===== src/rtl/pipe_stage_skid.sv =====
// Inter-stage pipeline register with valid/ready handshake and a 2-entry skid buffer.
// in_ready is decoded from registered state only, so downstream stalls never form a combinational ready chain.
module pipe_stage_skid #(
    parameter int unsigned CTRL_W      = 15,
    parameter int unsigned DATA_W      = 128,
    parameter int unsigned BUBBLE_ZERO = 1,
    parameter int unsigned CNT_W       = 16
) (
    input  logic              clock,
    input  logic              reset_n,
    input  logic              in_valid,
    output logic              in_ready,
    input  logic [CTRL_W-1:0] in_ctrl,
    input  logic [DATA_W-1:0] in_data,
    input  logic              flush,
    output logic              out_valid,
    input  logic              out_ready,
    output logic [CTRL_W-1:0] out_ctrl,
    output logic [DATA_W-1:0] out_data,
    output logic [CNT_W-1:0]  stall_cnt,
    input  logic              stall_clr
);

    localparam logic [CNT_W-1:0] CNT_MAX = {CNT_W{1'b1}};

    typedef enum logic [1:0] {
        EMPTY = 2'd0,
        ONE   = 2'd1,
        FULL  = 2'd2
    } state_t;

    state_t            state;
    logic [CTRL_W-1:0] m_ctrl;
    logic [DATA_W-1:0] m_data;
    logic [CTRL_W-1:0] s_ctrl;
    logic [DATA_W-1:0] s_data;
    logic              m_valid;
    logic              in_fire;
    logic              out_fire;

    assign m_valid   = (state != EMPTY);
    assign out_valid = m_valid;
    assign in_ready  = (state != FULL);
    assign in_fire   = in_valid & in_ready;
    assign out_fire  = out_valid & out_ready;

    // Bubble masking is the only combinational logic on the output side.
    assign out_ctrl = m_valid ? m_ctrl : '0;
    assign out_data = (m_valid || (BUBBLE_ZERO == 0)) ? m_data : '0;

    always_ff @(posedge clock or negedge reset_n) begin
        if (!reset_n) begin
            state     <= EMPTY;
            m_ctrl    <= '0;
            m_data    <= '0;
            s_ctrl    <= '0;
            s_data    <= '0;
            stall_cnt <= '0;
        end else begin
            if (stall_clr) begin
                stall_cnt <= '0;
            end else if (out_valid && !out_ready && (stall_cnt != CNT_MAX)) begin
                stall_cnt <= stall_cnt + CNT_W'(1);
            end

            // Flush only drops the valid state; entry contents stay for BUBBLE_ZERO=0 hold.
            if (flush) begin
                state <= EMPTY;
            end else begin
                case (state)
                    EMPTY: begin
                        if (in_fire) begin
                            m_ctrl <= in_ctrl;
                            m_data <= in_data;
                            state  <= ONE;
                        end
                    end
                    ONE: begin
                        if (in_fire && out_fire) begin
                            m_ctrl <= in_ctrl;
                            m_data <= in_data;
                        end else if (in_fire) begin
                            s_ctrl <= in_ctrl;
                            s_data <= in_data;
                            state  <= FULL;
                        end else if (out_fire) begin
                            state <= EMPTY;
                        end
                    end
                    FULL: begin
                        if (out_fire) begin
                            m_ctrl <= s_ctrl;
                            m_data <= s_data;
                            state  <= ONE;
                        end
                    end
                    default: state <= EMPTY;
                endcase
            end
        end
    end

endmodule


===== config.mk =====
export PLATFORM = sky130hd
export DESIGN_NAME = pipe_stage_skid
export DESIGN_NICKNAME = d
export VERILOG_FILES = /design/src/rtl/pipe_stage_skid.sv
export SDC_FILE = /design/constraint.sdc
export NUM_CORES = 1
export LEC_CHECK = 0
export ABC_AREA = 1
export CORE_MARGIN = 4
export CORE_UTILIZATION = 55
export DETAILED_ROUTE_END_ITERATION = 6
export PLACE_DENSITY = 0.89
export SLEW_MARGIN = 20
export SYNTH_ARGS = -nofsm -noshare
export SYNTH_HDL_FRONTEND = slang
export SYNTH_SLANG_ARGS = --single-unit

===== constraint.sdc =====
create_clock -name clock -period 3.8 [get_ports clock]
set_input_delay 0.57 -clock clock [delete_from_list [all_inputs] [get_ports clock]]
set_output_delay 0.57 -clock clock [all_outputs]
set_load 0.02 [all_outputs]

==> flow_summary.yaml, run 1 <==
setup_path:
  critPathBufInv: 2
  crit_start: "state[1]"
  critPathMaxFanout: 51
  cp_cell_sequence: "nor2_4, buf_12, nor2_1, clkdlybuf4s50_1"
  reg2reg_to: "m_data[76]"
  worst-setup-path-type: "flip-flop to primary output"
  worstSetupStartpointType: "flip-flop"
  cp_slowest_cell: "nor2_4"
  reg2reg_slack_ps: 1120
  r2r_start: "state[1]"
  crit_arrival_ps: 2550
  path_delay_family: "buffers and inverters"
  required_ps: 3230
  slowest_delay_ps: 580
  r2r_cells: 7
  cp-end-kind: "primary output"
floorplan:
  fp.dieW_um: 168.7
  ios: 310
  coreArea_um2: 25330
  die_h_um: 168.7
  rows: 58
  initial_utilization_pct: 56.11
  dieArea_um2: 28470
logic_synthesis:
  synth_seq_area_share_pct: 53.53
  synth_cell_types: 24
  yosysWarnings: 0
  synth_edf_count: 0
  synth_area_um2: 14210
  synth_compound_area_share_pct: 15.77
  synth_fa_ha_area_share_pct: 0.08804
  synth_nets: 2011
  synthCells: 1861
  muxShareOfSynthArea_pct: 0
  avgSynthCellArea_um2: 7.636
  synth_top_family_by_area: "simple AND/OR/NAND/NOR gates"
  synthXorXnorAreaFrac_pct: 0.3082
  async_reset_ff_share_pct: 100.0
  synth_simple_gate_area_share_pct: 18.68
  ys_ff_latch: 304
  synthFlopType: "dfrtp_1"
route:
  wire_per_inst_um: 14.93
  drt_first_pass_iters: 5
  drc: 0
  num_vias: 12759
  drt.antenna.violating_nets: 0
  routed_wl_um: 36830
  via_per_inst: 5.174
  drt_iter0_markers: 1163
global_routing:
  antenna_found_initial: 2
  first_global_vias: 12612
  grt.total_usage_pct: 25.49
  grt_max_degree: 151
  globalRoute.totalOverflow: 0
  grt_first_pass_wirelength_um: 60820
cts:
  cts_htree_levels: 1
  cts.clk_slew.worst_paths_ps: 60
  holdBufCountCts: 0
  cts_tree: "yes"
  worstSkewPairLatency_ps: 550
  clock_path_buffers: 3
  post_cts_buffers: 0
  cts_sinks: 304
  cts_resized: 0
  cts_buffers: 31
  root_buffer: "clkbuf_16"
layout:
  layout_commonest_cell: "nand2_1"
  fillers: 1778
  drive_above_1_share_pct: 3.513
  final_cell_mix: "nand2_1 (463), o21ai_0 (390), clkdlybuf4s50_1 (308), inv_1 (307), dfrtp_1 (304)"
  nets: 2262
  area_growth_pct: 30.48
  final_core_util_pct: 73.21
timing:
  slew_violations: 0
  hold_violations: 0
  setup_viol: 0
  worstMarginPinSlew_ps: 849.2
  period_share_pct: 81.99
  clock.fmax_mhz: 321.0
  rsz0062_at_grt: "no"
  relSlewSlack_pct: 43.39
  fin_skew_ps: 14.06
  post-route-min-period_ps: 3116
  timing.setup.tns_ps: 0
pwr:
  p_per_area_nw_per_um2: 523.4
  power.leakage_nw: 8.877
  peakVddDrop_v: 0.0003405
run:
  maxCapViolations: 0
status:
  status: "complete, no violations"
place:
  numPortBuffers: 309
  place.gp.congestion: 0.8642
  hpwlAfterDp_um: 24840
worst_hold_path:
  min_path_type: "primary input to async pin"
logic make-up after synthesis:
logic type / Yosys count
AOI/OAI and AO/OA: 442
xor gates and xnor gates: 5
adders and majority gates: 1
buffers and inverters: 418
DFF: 304
and+or+nand+nor: 691
where the power goes:
part           switching (W)  internal, W  leakage, nW  total, W
combinational        0.00133     0.000923         4.63   0.00226
clock                0.00123      0.00176        0.497   0.00300
sequential          0.000357      0.00410         3.76   0.00445
metal layers:
| layer | routed length (um) | GRT usage [%] |
|---|---|---|
| met1 | 14790 | 33.42 |
| met2 | 18030 | 43.54 |
| met3 | 2871 | 4.554 |
| met4 | 1114 | 7.869 |
| met5 | 13 | 0 |
cell usage after synthesis, drive strengths merged (2+ instances only):
library cell	number	area [um2]
nand2	465	1753
dfrtp	304	7607
o21bai	3	22.52
a21oi	35	175.2
nor2	203	777.0
xor2	4	35.03
nand3	14	70.07
nand4	6	37.54
clkbuf	51	191.4
buf	59	304.0
inv	308	1156
o21ai	401	2007
nor3	2	10.01
layout make-up:
type / count / area, um2 / area share [%]
flip-flops and latches: 304 / 7607 / 41.03
inverters: 308 / 1161 / 6.262
diodes: 1 / 2.502 / 0.01350
clock inverters: 11 / 110.1 / 0.5938
repair buffers: 328 / 3391 / 18.29
clock buffers: 45 / 898.4 / 4.845
multi-input cells: 1139 / 4960 / 26.75
well taps: 330 / 412.9 / 2.227
registers in the layout, summed over array words and instances (netlist names):
register   count
m_ctrl        15
state          2
stall_cnt     16
s_data       128
s_ctrl        15
m_data       128
per-stage QoR:
step | power [W] | instances | instance area, um2 | hold WS [ps] | setup slack (ps)
finish | 0.009706 | 2466 | 18540 | 65.81 | 684.3
global route | 0.01028 | 2466 | 18540 | 136.9 | 549.8
detailed placement | 0.006734 | 2409 | 17530 | 473.4 | 1171
floorplan | 0.005716 | 1861 | 14210 | 274.4 | 1858
global placement | 0.006591 | 2409 | 17530 | 465.2 | 1278
CTS | 0.009782 | 2465 | 18540 | 106.6 | 630.7
how the worst max path moves through the flow:
stage                          to  slack (ps)  cells past startpoint
floorplan           out_data[100]        1860                      4
global placement       m_data[76]        1280                      7
detailed placement     s_data[83]        1170                      7
CTS                  out_data[33]         630                      4
global route         out_data[24]         550                      4
finish               out_data[33]         680                      4
Note: power is estimated with default switching activity, not from simulation.
==> run 2: changes to the inputs <==
--- a/config.mk
+++ b/config.mk
@@ -7,9 +7,9 @@
 export LEC_CHECK = 0
 export ABC_AREA = 1
 export CORE_MARGIN = 4
-export CORE_UTILIZATION = 55
+export CORE_UTILIZATION = 51
 export DETAILED_ROUTE_END_ITERATION = 6
-export PLACE_DENSITY = 0.89
+export PLACE_DENSITY = 0.83
 export SLEW_MARGIN = 20
 export SYNTH_ARGS = -nofsm -noshare
 export SYNTH_HDL_FRONTEND = slang
==> constraint.sdc (replaced) <==
create_clock -name clock -period 2.9 [get_ports clock]
set_input_delay 0.435 -clock clock [delete_from_list [all_inputs] [get_ports clock]]
set_output_delay 0.435 -clock clock [all_outputs]
set_load 0.02 [all_outputs]
==> run 2 against run 1 <==
Against the previous run:
- utilization is 4.2 points lower
- cell area is 1.2% higher
- clock skew is 0.93 ps higher
- clock power is 43% higher
- non-clock buffer count is 6 higher
- register-to-register slack worse by 520 ps
- combinational power is 29% higher
- global-route usage is 1.9 points lower
- sequential power is 31% higher
- total power is 34% higher
- sequential share of layout area is 0.47 points lower
- final cell count is 2.2% higher
- critical endpoint is now out_data[18]
- largest cell class unchanged
==> flow_summary.yaml, run 2 (same netlist as run 1, synthesis figures left out) <==
floorplan:
  coreArea_um2: 27180
  fp.dieW_um: 174.9
  die_h_um: 174.9
  dieArea_um2: 30600
  initial_utilization_pct: 52.29
  rows: 60
  ios: 310
cts:
  clock_path_buffers: 3
  root_buffer: "clkbuf_16"
  worstSkewPairLatency_ps: 500
  cts_buffers: 34
  cts_tree: "yes"
  cts_sinks: 304
  cts.clk_slew.worst_paths_ps: 60
  cts_htree_levels: 2
  cts_resized: 0
pwr:
  peakVddDrop_v: 0.0004349
  finalPower_w: 0.01304
  p_per_area_nw_per_um2: 695.3
  power.leakage_nw: 8.953
route:
  num_vias: 12672
  routed_wl_um: 36660
  drc: 0
  drt_iter0_markers: 1060
  drt_first_pass_iters: 6
  wire_per_inst_um: 14.55
  via_per_inst: 5.029
  drt.antenna.violating_nets: 0
setup_path:
  path_delay_family: "buffers and inverters"
  cp_cell_sequence: "nor2_4, buf_4, nor2_1, clkdlybuf4s50_1"
  critPathMaxFanout: 49
  cp-end-kind: "primary output"
  worst-setup-path-type: "flip-flop to primary output"
  slowest_delay_ps: 580
  cp_slowest_cell: "clkdlybuf4s50_1"
  critPathBufInv: 2
  required_ps: 2470
  r2r_start: "state[1]"
  worstSetupStartpointType: "flip-flop"
  crit_arrival_ps: 2280
  crit_start: "state[1]"
place:
  place.gp.congestion: 0.8616
  hpwlAfterDp_um: 24700
  numPortBuffers: 309
layout:
  layout_commonest_cell: "nand2_1"
  fillers: 2101
  drive_above_1_share_pct: 3.821
  nets: 2271
  area_growth_pct: 32.00
  final_cell_mix: "nand2_1 (463), o21ai_0 (390), clkdlybuf4s50_1 (308), inv_1 (307), dfrtp_1 (304)"
  reg.largest.list: "m_data x128, s_data x128, stall_cnt x16"
timing:
  rsz0062_at_grt: "no"
  fin_skew_ps: 14.99
  worstMarginPinSlew_ps: 718.8
  hold_violations: 0
  relSlewSlack_pct: 51.90
  clock.fmax_mhz: 367.9
  holdWs_ps: 483.9
  period_share_pct: 93.73
  slew_violations: 0
  post-route-min-period_ps: 2718
  setup_viol: 0
  timing.setup.tns_ps: 0
global_routing:
  antenna_found_initial: 2
  first_global_vias: 12543
  grt_max_degree: 113
  grt_first_pass_wirelength_um: 60830
  grt.total_usage_pct: 23.56
  globalRoute.totalOverflow: 0
run:
  maxCapViolations: 0
worst_hold_path:
  min_path_type: "flip-flop to flip-flop"
  min-delay-start: "s_data[30]"
status:
  status: "complete, no violations"
[run 2: repair_timing]
action,in CTS,in global routing
endpoints found under the hold margin,68,0
hold buffers,1,0
setup buffers,0,0
[run 2: metal layers]
metal  vias up  share of wire [%]  track usage [%]
li1       6218                  -                -
met1      5906                 43            31.27
met2       461                 48            39.06
met3        87                6.5            4.500
met4         0                3.2            8.347
met5         -                  0                0
[run 2: cell type report]
| class | instances | area, um2 | area share, % |
|---|---|---|---|
| Sequential cell | 304 | 7607 | 40.55 |
| Tap cell | 372 | 465.4 | 2.481 |
| Clock buffer | 55 | 1074 | 5.723 |
| Timing Repair Buffer | 334 | 3426 | 18.26 |
| Clock inverter | 6 | 61.31 | 0.3268 |
| Inverter | 308 | 1161 | 6.190 |
| Antenna cell | 2 | 5.005 | 0.02668 |
| Multi-Input combinational cell | 1139 | 4960 | 26.44 |
[run 2: power breakdown]
group          internal, W  switching, W
logic              0.00120       0.00172
clock network      0.00263       0.00167
registers          0.00537      0.000459
total              0.00919       0.00385
[run 2: per-stage QoR]
stage          setup slack [ps]  area (um2)  std cells  utilization, %
2_1_floorplan              1093       14210       1861               -
3_3_place_gp              660.6       17610       2456           64.80
3_5_place_dp              580.5       17610       2456           64.80
4_1_cts                   138.3       18750       2518           69.01
5_1_grt                   81.44       18760       2520           69.03
6_report                  181.7       18760       2520           69.03
[run 2: final timing paths]
kind | end | slack, ps | cells past startpoint
worst min register to register | s_data[30] | 480 | 2
max in group asynchronous | m_data[53] | 1560 | 3
worst max register to register | m_data[61] | 600 | 7
min in group asynchronous | m_ctrl[3] | 520 | 2
worst min-delay path | s_data[30] | 480 | 2
worst max-delay path | out_data[18] | 180 | 4
[run 2: tightest hold or removal path, stage by stage, from the launching register on]
cell and delay, ps:
dfrtp_1 340, nand2_1 50, o21ai_0 60
==> run 3: changes to the inputs <==
--- a/config.mk
+++ b/config.mk
@@ -7,9 +7,10 @@
 export LEC_CHECK = 0
 export ABC_AREA = 1
 export CORE_MARGIN = 4
-export CORE_UTILIZATION = 51
+export CORE_UTILIZATION = 60
 export DETAILED_ROUTE_END_ITERATION = 6
-export PLACE_DENSITY = 0.83
+export DONT_BUFFER_PORTS = 1
+export PLACE_DENSITY = 0.79
 export SLEW_MARGIN = 20
 export SYNTH_ARGS = -nofsm -noshare
 export SYNTH_HDL_FRONTEND = slang
==> run 3 against run 2 <==
Against the previous run:
- the run now ends with negative hold slack left
- final cell count decreased by 15%
- register-to-register slack worse by 30 ps
- flip-flop and latch count is the same
- critical path depth down 1
- routed wire length fell by 12%
- die area is 14% lower
- non-clock buffer count shrank 315
- clock power down 6.8%
- sequential share of layout area up 8.9 points
==> flow_summary.yaml, run 3 (same netlist as run 1, synthesis figures left out) <==
timing:
  post-route-min-period_ps: 2499
  timing.setup.tns_ps: 0
  worstMarginPinSlew_ps: 797.2
  setup_slack_ps: 401.4
  period_share_pct: 86.16
  clock.fmax_mhz: 400.2
  hold_violations: 304
  holdWs_ps: -414.3
  fin_skew_ps: 12.06
  slew_violations: 0
  relSlewSlack_pct: 46.86
  rsz0062_at_grt: "no"
  setup_viol: 0
layout:
  layout_commonest_cell: "nand2_1"
  n_antenna_cell: 0
  area_growth_pct: 8.205
  reg.largest.list: "m_data x128, s_data x128, stall_cnt x16"
  final_cell_mix: "nand2_1 (463), o21ai_0 (390), inv_1 (307), dfrtp_1 (304), nor2_1 (201)"
  nets: 1953
  drive_above_1_share_pct: 4.055
cts:
  cts_resized: 0
  cts_sinks: 304
  post_cts_buffers: 0
  worstSkewPairLatency_ps: 550
  holdBufCountCts: 2
  root_buffer: "clkbuf_16"
  cts_htree_levels: 1
  cts_tree: "yes"
  cts_buffers: 31
  clock_path_buffers: 3
  cts.clk_slew.worst_paths_ps: 60
route:
  routed_wl_um: 32120
  drt_iter0_markers: 1001
  wire_per_inst_um: 14.98
  drt_first_pass_iters: 6
  num_vias: 11338
  via_per_inst: 5.288
  drt.antenna.violating_nets: 0
  drc: 0
place:
  hpwlAfterDp_um: 20270
  dpl_worst_slack_ps: 683.4
  numPortBuffers: 0
  place.gp.congestion: 0.9181
global_routing:
  grt.total_usage_pct: 24.15
  antenna_found_initial: 0
  first_global_vias: 10716
  globalRoute.totalOverflow: 0
  grt_first_pass_wirelength_um: 53010
  grt_max_degree: 305
status:
  status: "complete, but fails checks"
  failed_checks: "negative hold slack"
setup_path:
  path_delay_family: "buffers and inverters"
  worst-setup-path-type: "flip-flop to primary output"
  slowest_delay_ps: 550
  cp-end-kind: "primary output"
  worstSetupStartpointType: "flip-flop"
  crit_arrival_ps: 2060
  critPathBufInv: 1
  critPathMaxFanout: 60
  required_ps: 2470
  cp_slowest_cell: "buf_4"
  r2r_cells: 9
  cp_cell_sequence: "nor2_4, buf_4, nor2_1"
  worst-path-stages: 3
floorplan:
  die_h_um: 161.9
  coreArea_um2: 23400
  ios: 310
  rows: 56
  fp.dieW_um: 161.9
  initial_utilization_pct: 60.72
  dieArea_um2: 26210
pwr:
  p_per_area_nw_per_um2: 775.8
  power.leakage_nw: 7.732
  peakVddDrop_v: 0.0006157
  power_frac_clock_pct: 33.5
  combPwrFrac_pct: 17.7
  seqPwrFrac_pct: 48.7
  power.switching_w: 0.003551
  switching_share_pct: 29.76
  power.internal_w: 0.008379
run:
  maxCapViolations: 0
worst_hold_path:
  min_path_type: "primary input to async pin"
-- run 3: metal layers --
layer | vias up | routed length, um | GRT usage [%]
met5 | - | 0 | 0
met1 | 5297 | 13590 | 33.05
li1 | 5568 | - | -
met2 | 391 | 14840 | 37.94
met3 | 82 | 2572 | 6.115
met4 | 0 | 1113 | 8.612
-- run 3: power groups by stage --
stage,Combinational [W],Clock [W],Sequential (W)
after detailed placement,0.00211,0,0.00588
after global routing,0.00246,0.00428,0.00593
final,0.00211,0.00400,0.00581
after global placement,0.00201,0,0.00582
after CTS,0.00214,0.00409,0.00581
after floorplan,0.00173,0,0.00576
-- run 3: path summary, 6_finish.rpt --
check | endpoint | start | slack (ps)
max | out_ctrl[12] | state[1] | 400
min | s_data[126] | reset_n | -410
max reg2reg | stall_cnt[5] | stall_cnt[1] | 570
min reg2reg | s_data[32] | s_data[32] | 480
max in group asynchronous | stall_cnt[15] | reset_n | 2640
min in group clock | s_data[117] | in_data[117] | 50
-- run 3: layout make-up --
cell class / count / area (um2)
Fill cell: 1980 / 8025
Sequential cell: 304 / 7607
Multi-Input combinational cell: 1139 / 4960
Inverter: 308 / 1161
Clock buffer: 42 / 887.1
Tap cell: 319 / 399.1
Timing Repair Buffer: 19 / 222.7
Clock inverter: 13 / 140.1
-- run 3: worst register-to-register path, stage by stage (launching register included) --
cell,delay [ps]
dfrtp_1,520
ha_1,270
nand2_1,80
nor2_1,110
nand2_1,160
nor2_1,140
nor2_1,120
nor2_1,610
nand2_1,150
nand2_1,110
-- run 3: through the flow --
stage                     cell area (um2)  total power (W)  utilization, %  cells  hold slack (ps)
final                               15380          0.01193           65.71   2144           -414.3
after global routing                15380          0.01267           65.71   2144           -450.1
after CTS                           15380          0.01204           65.71   2144           -443.7
after detailed placement            14330         0.007985           61.23   2087            147.6
after global placement              14330         0.007830           61.23   2087            149.4
after floorplan                     14210         0.007491               -   1861            139.4
